==> src/rtl/core_ctrl_fsm.sv <==
// Multi-cycle fetch/execute/writeback sequencer for the single-issue NPC core.
// Owns pc, the latched instruction, halt/error status and the cycle/retire counters.
module core_ctrl_fsm #(
    parameter logic [31:0] RESET_PC      = 32'h8000_0000,
    parameter int          FETCH_TIMEOUT = 16,
    parameter int          CNT_W         = 32
) (
    input  logic             clk,
    input  logic             rst,
    output logic             ifu_req_valid,
    output logic [31:0]      ifu_req_addr,
    input  logic             ifu_resp_valid,
    input  logic [31:0]      ifu_resp_inst,
    output logic [31:0]      inst_q,
    output logic [31:0]      pc,
    input  logic             is_ebreak,
    input  logic             inst_not_ipl,
    input  logic [31:0]      a0_value,
    output logic             rf_we,
    output logic             halted,
    output logic [31:0]      halt_ret,
    output logic             err,
    output logic [1:0]       err_code,
    output logic [CNT_W-1:0] cycle_cnt,
    output logic [CNT_W-1:0] instret_cnt
);

    localparam int TMO_W = (FETCH_TIMEOUT > 2) ? $clog2(FETCH_TIMEOUT) : 1;
    localparam logic [TMO_W-1:0] TMO_LAST = TMO_W'(FETCH_TIMEOUT - 1);

    typedef enum logic [2:0] {
        S_BOOT  = 3'd0,
        S_FETCH = 3'd1,
        S_EXEC  = 3'd2,
        S_WB    = 3'd3,
        S_HALT  = 3'd4,
        S_ERR   = 3'd5
    } state_t;

    state_t             state_q;
    logic [31:0]        pc_q;
    logic [31:0]        inst_lat_q;
    logic [TMO_W-1:0]   tmo_q;
    logic               req_q;
    logic               rf_we_q;
    logic               halted_q;
    logic [31:0]        halt_ret_q;
    logic               err_q;
    logic [1:0]         err_code_q;
    logic [CNT_W-1:0]   cycle_q;
    logic [CNT_W-1:0]   instret_q;

    always_ff @(posedge clk) begin
        if (rst) begin
            state_q    <= S_BOOT;
            pc_q       <= RESET_PC;
            inst_lat_q <= 32'd0;
            tmo_q      <= '0;
            req_q      <= 1'b0;
            rf_we_q    <= 1'b0;
            halted_q   <= 1'b0;
            halt_ret_q <= 32'd0;
            err_q      <= 1'b0;
            err_code_q <= 2'd0;
            cycle_q    <= '0;
            instret_q  <= '0;
        end else begin
            // HALT and ERR freeze everything, including the cycle counter.
            if (state_q != S_HALT && state_q != S_ERR) begin
                cycle_q <= cycle_q + CNT_W'(1);
            end

            case (state_q)
                S_BOOT: begin
                    state_q <= S_FETCH;
                    req_q   <= 1'b1;
                    tmo_q   <= '0;
                end
                S_FETCH: begin
                    // A response on the last allowed cycle still beats the timeout.
                    if (ifu_resp_valid) begin
                        inst_lat_q <= ifu_resp_inst;
                        tmo_q      <= '0;
                        req_q      <= 1'b0;
                        state_q    <= S_EXEC;
                    end else if (tmo_q == TMO_LAST) begin
                        req_q      <= 1'b0;
                        err_q      <= 1'b1;
                        err_code_q <= 2'd2;
                        state_q    <= S_ERR;
                    end else begin
                        tmo_q <= tmo_q + TMO_W'(1);
                    end
                end
                S_EXEC: begin
                    if (is_ebreak) begin
                        halted_q   <= 1'b1;
                        halt_ret_q <= a0_value;
                        instret_q  <= instret_q + CNT_W'(1);
                        state_q    <= S_HALT;
                    end else if (inst_not_ipl) begin
                        err_q      <= 1'b1;
                        err_code_q <= 2'd1;
                        state_q    <= S_ERR;
                    end else begin
                        rf_we_q <= 1'b1;
                        state_q <= S_WB;
                    end
                end
                S_WB: begin
                    rf_we_q   <= 1'b0;
                    pc_q      <= pc_q + 32'd4;
                    instret_q <= instret_q + CNT_W'(1);
                    req_q     <= 1'b1;
                    state_q   <= S_FETCH;
                end
                S_HALT, S_ERR: begin
                    state_q <= state_q;
                end
                default: begin
                    state_q <= S_BOOT;
                end
            endcase
        end
    end

    assign ifu_req_valid = req_q;
    assign ifu_req_addr  = pc_q;
    assign pc            = pc_q;
    assign inst_q        = inst_lat_q;
    assign rf_we         = rf_we_q;
    assign halted        = halted_q;
    assign halt_ret      = halt_ret_q;
    assign err           = err_q;
    assign err_code      = err_code_q;
    assign cycle_cnt     = cycle_q;
    assign instret_cnt   = instret_q;

endmodule

==> config.mk <==
export PLATFORM = sky130hd
export DESIGN_NAME = core_ctrl_fsm
export DESIGN_NICKNAME = d
export VERILOG_FILES = /design/src/rtl/core_ctrl_fsm.sv
export SDC_FILE = /design/constraint.sdc
export NUM_CORES = 1
export LEC_CHECK = 0
export ABC_AREA = 0
export CORE_ASPECT_RATIO = 1.1
export CORE_UTILIZATION = 41
export CTS_CLUSTER_SIZE = 30
export DETAILED_ROUTE_END_ITERATION = 7
export PLACE_DENSITY = 0.75
export SETUP_SLACK_MARGIN = 0.5
export SLEW_MARGIN = 20
export SYNTH_ARGS = -nofsm -noshare
export SYNTH_HDL_FRONTEND = slang
export SYNTH_SLANG_ARGS = --single-unit
==> constraint.sdc <==
create_clock -name clk -period 2.02 [get_ports clk]
set_clock_uncertainty 0.15 [all_clocks]
set_input_delay 0.606 -clock clk [delete_from_list [all_inputs] [get_ports clk]]
set_output_delay 0.606 -clock clk [all_outputs]
set_load 0.03 [all_outputs]
Yosys cells after proc, flatten, opt, wreduce, memory -nomap -nowiden
Cells that the tools add are included.
W data, S select, Z words.
Cells by class
  add/sub/neg operators: 4
  $mul: 0
  div/mod/pow operators: 0
  $lt $le $gt $ge: 0
  equality and inequality tests: 16
  shifts and indexed selects: 0
  mux-type cells: 26
  bitwise logic cells: 1
  reduce and logical (&&, ||, !) cells: 16
Operators with widths (number)
  $add A32 B1 Y32 const B: 2
  $pmux W32 S2: 1
  $add A32 B3 Y32 const B: 1
  $mux W32: 1
  $mux W3: 4
  $ne A2 B2 Y1 const B: 6
  $ne A3 B3 Y1 const B: 4
  $pmux W3 S4: 1
  $reduce_and A2 Y1: 6
  $mux W1: 8
  $mux W2: 4
  $mux W4: 2
  $pmux W4 S2: 1
  $reduce_bool A2 Y1: 4
  $eq A3 B2 Y1 const B: 2
  $eq A3 B3 Y1 const B: 2
  $pmux W1 S2: 3
  $reduce_and A5 Y1: 1
  $add A4 B1 Y4 const B: 1
  $eq A4 B4 Y1 const B: 1
  $pmux W2 S2: 1
  $reduce_or A2 Y1: 2
  $eq A3 B1 Y1 const B: 1
  $logic_not A3 Y1: 1
  other kinds (3): 3
Word-level totals
  flip-flop bits (word level): 173
  bits in latches: 0
  memory bits (writable): 0
  bits in read-only memories: 0
  input port bits: 69
  memories kept: 0

Logic depth before layout (Yosys ltp)
  depth after elaboration: 4
  gate-level depth with buffers: 7
  depth with buffers taken out: 5

Worst setup path before layout
OpenSTA, ideal clock, no wires.
  path kind: register -> register
  start: register instret_q[4], in the netlist instret_cnt[4]
  end: register instret_q[19], in the netlist instret_cnt[19]
  data arrival time: 2038 ps
  required time: 1747 ps
  setup slack: -291 ps
  cell stages (with the launch flop): 7
  path buffers: 2
  period minus slack after synthesis: 2311 ps
  cells stage by stage: dfxtp_1 > nand4_1 > or4_1 > buf_2 > buf_6 > nor3_1 > mux2_1
On the way
  longest elaborated chain between the ends: 3
RTL lines
  start, declared: RTL line 51  | logic [CNT_W-1:0] instret_q;
  start signal, assigned: RTL line 99  | instret_q <= instret_q + CNT_W'(1);
  start signal, assigned: RTL line 113  | instret_q <= instret_q + CNT_W'(1);
  $add A32 B1 Y32 *: RTL line 99, 113
  $mux W32: RTL line 96  | if (is_ebreak) begin
  $pmux W32 S2 *: RTL line 73  | case (state_q)
Mark *: on every way between the ends. The rest lies on a longest branch, timed or not. The select of a mux whose other input is x is not followed.
A chain may end at the register's enable or synchronous reset.

Final worst setup path
  start: register instret_q[14], in the netlist instret_cnt[14]
  end: register instret_q[24], in the netlist instret_cnt[24]
The elaborated chain is that of the path after synthesis.

==> run summary <==
=================================================================================
WL per Instance ....................................................      21.0 µm
Result of the run .................................................. finished with violations
# IOs ..............................................................          267
Reg2Reg Setup Slack ................................................     -0.15 ns
Critical path data required time ...................................      2.17 ns
Most common flop cell mapped by yosys .............................. sky130_fd_sc_hd__dfxtp_1
Commonest cells in the netlist ..................................... 171 x sky130_fd_sc_hd__dfxtp_1, 164 x sky130_fd_sc_hd__nand2_1, 107 x sky130_fd_sc_hd__a21oi_1
Area of the die ....................................................    19500 µm²
First-pass GRT wire length .........................................     37900 µm
Count of max-cap constraint violations .............................            0
Worst hold path cell count .........................................            2
Share of cells above drive strength 1 ..............................        0.645
Pin count of the biggest net entering global routing ...............           47
Worst flop-to-flop path endpoint ................................... instret_cnt[24]
Reg2reg start ...................................................... instret_cnt[14]
Fraction of registers with async set or reset after synthesis ......            0
Synthesis-to-layout area growth ....................................         103%
Cell at the root of the clock tree ................................. sky130_fd_sc_hd__clkbuf_16
Area of all placed cells without fillers ...........................    15700 µm²
Latest clock arrival within the worst-skew pair ....................      0.42 ns
Unrepaired setup endpoints after global routing ....................         true
Combined flip-flop and latch cell area .............................     3820 µm²
Number of instances in the synthesized netlist .....................          941
CTS tree ...........................................................          yes
Area contributors post-synth ....................................... sky130_fd_sc_hd__dfxtp_1 44%, sky130_fd_sc_hd__nand2_1 7.9%, sky130_fd_sc_hd__a21oi_1 6.9%, sky130_fd_sc_hd__buf_4 3.4%, sky130_fd_sc_hd__nor2_1 3.2%
Initial standard-cell utilization of the core ......................        0.420
Antenna violations before repair ...................................            0
Area of the multi-input gates ......................................     5460 µm²
Clock Path Buffers .................................................            2
Clock-pin transition on the worst setup and hold timing paths ......      0.07 ns
Number of H-tree levels ............................................            4
Highest clock frequency the design can meet ........................    0.461 GHz
Number of DRC markers in iteration 0 ...............................          496
Worst setup path endpoint .......................................... instret_cnt[24]
CORE AREA ..........................................................    18500 µm²
Nature of the critical path startpoint .............................     register
Number of sinks handled by clock tree synthesis ....................          171
Final min period ...................................................      2.17 ns
Synthesis warning total ............................................            0
Layout Utilization .................................................        0.852
First-pass iteration count of the detailed router ..................            7
Post-synth EDFFs ...................................................            0
Number of DRC violations after detailed routing ....................            0
Max rail drop VDD ..................................................       562 µV
Post-synthesis instance area .......................................     7770 µm²
Via count of the first global-routing pass .........................         7532
P per Cell Area ....................................................   490 nW/µm²
Hold violation count in the final report ...........................            0
DPL Wire Length ....................................................     15500 µm
Violated checks .................................................... negative setup slack
Endpoint arrival time on the critical path .........................      2.32 ns
GRT overflow .......................................................            0
Number of max-slew violations in the final report ..................            0
Number of buffers inserted by port buffering .......................          262
Routed Antenna Nets ................................................            0
Finish-stage setup viols ...........................................           16
Crit share post-route ..............................................         1.07
Placed instance area ...............................................    11500 µm²
Number of storage elements in the synthesis netlist ................          171
Synthesized area per cell ..........................................     8.25 µm²
Number of vias in the routed layout ................................         9358
Classification of the worst setup path .............................   reg -> reg
Yosys cell types ...................................................           49
Setup WS post-layout ...............................................    -0.150 ns
Worst slack after detailed placement ...............................    -0.660 ns
Critical path startpoint ........................................... instret_cnt[14]
GRT Total Usage ....................................................        0.239
Count of filler cells inserted in the layout .......................          901
Highest fanout seen on the critical path ...........................            5
Y dimension of the die .............................................       146 µm
Pleak ..............................................................      6.70 nW
Library cell occupying the most area in the post-synthesis netlist . sky130_fd_sc_hd__dfxtp_1
GP Congestion ......................................................        0.771
Number of core rows ................................................           52
Yosys top cell area share ..........................................        0.441
Fraction of the yosys area taken by sequential cells ...............        0.441
R2R cell count .....................................................            5
Total detailed-routing wirelength ..................................     34300 µm
Kind of end point of the critical path .............................     register
Via density ........................................................         5.72
Number of nets in the layout .......................................         1453
Most frequent cell after synthesis ................................. sky130_fd_sc_hd__dfxtp_1
Number of buffers inserted during clock tree synthesis .............           17
Horizontal extent of the die .......................................       133 µm
Class of the tightest hold or removal check ........................   reg -> reg
=================================================================================
-- flip-flops by register name, summed over array words and instances (netlist names) --
signal / count
cycle_cnt: 32
inst_q: 32
ifu_req_valid: 1
err: 1
tmo_q: 4
err_code: 2
ifu_req_addr: 30
halt_ret: 32
rf_we: 1
halted: 1
state_q: 3
instret_cnt: 32
-- power by group --
group / switching, mW / internal, mW / total [mW] / leakage, nW
registers: 0.0600 / 3.35 / 3.41 / 1.49
logic: 0.514 / 0.489 / 1.00 / 4.92
clock network: 1.58 / 1.73 / 3.31 / 0.291
-- area by class of cell --
cell class / instances / share of cell area
timing repair buffer: 504 / 0.349
multi-input combinational: 669 / 0.347
sequential: 171 / 0.243
clock buffer: 18 / 0.0286
tap: 243 / 0.0193
clock inverter: 14 / 0.00962
inverter: 17 / 0.00405
antenna: 1 / 0.000159
-- kinds of logic (layout without fill, tap and decap cells) --
logic type,count (synthesis),count (layout),synth area share
compound gates,158,158,0.115
xor+xnor,24,24,0.0271
fa+ha+maj,4,4,0.00644
buf+inv,112,553,0.0743
flops,171,171,0.441
mux,33,33,0.0475
other cells,1,5,0.000483
simple gates,438,446,0.289
-- critical path, stage by stage (launching register included) --
cell	delay [ns]
sky130_fd_sc_hd__dfxtp_4	0.36
sky130_fd_sc_hd__nand4_1	0.15
sky130_fd_sc_hd__or4_4	0.61
sky130_fd_sc_hd__buf_12	0.19
sky130_fd_sc_hd__nor4_4	0.23
sky130_fd_sc_hd__mux2_4	0.35
-- metal layers --
metal	wire length, µm	track usage	vias to the layer above	share of wire
met5	0	0	-	0
met4	1360	0.0795	0	0.040
met3	2230	0.0479	125	0.065
met1	12500	0.282	4567	0.36
met2	18300	0.430	501	0.53
li1	-	-	4165	-
-- worst min-delay path by stage --
stage | slack [ns] | start | end
global placement | 0.29 | inst_q[21] | inst_q[21]
global route | 0.32 | inst_q[31] | inst_q[31]
detailed placement | 0.30 | inst_q[14] | inst_q[14]
CTS | 0.30 | inst_q[9] | inst_q[9]
finish | 0.31 | inst_q[3] | inst_q[3]
floorplan | 0.31 | tmo_q[3] | tmo_q[3]
-- timing repair --
action                     4_1_cts  5_1_grt
setup buffers                   38      109
gates cloned                     2       24
pin swaps                       21       95
resized for setup             1030      812
setup endpoints to repair      348      348
hold buffers                     0        0
-- stage by stage --
stage,instances,hold WS [ns],setup TNS [ns],power (mW)
finish,1637,0.312,-1.07,7.72
global route,1636,0.322,-1.73,7.94
CTS,1503,0.302,-0.0873,7.44
detailed placement,1431,0.295,-19.34,4.22
global placement,1431,0.291,-16.75,4.21
floorplan,944,0.315,-0.273,3.87
-- cell usage in the layout, fill, tap and decap left out, drive strengths merged, types with 2 or more instances in the layout --
master	instances
nand3	33
mux2	31
clkbuf	31
xor2	13
a311oi	2
dfxtp	171
nor4	30
ha	4
and3	7
or4	31
nand2b	8
and2	4
nor2b	34
inv	23
nor3b	2
nor3	10
nand4	24
o31ai	24
o21ba	2
clkinv	7
xnor2	11
clkdlybuf4s50	65
conb	4
nor2	67
and4	10
mux2i	2
or3	15
o21ai	15
a21oi	107
and4b	2
a211oi	2
buf	424
nand2	164
Power figures use the tool's default switching activity.
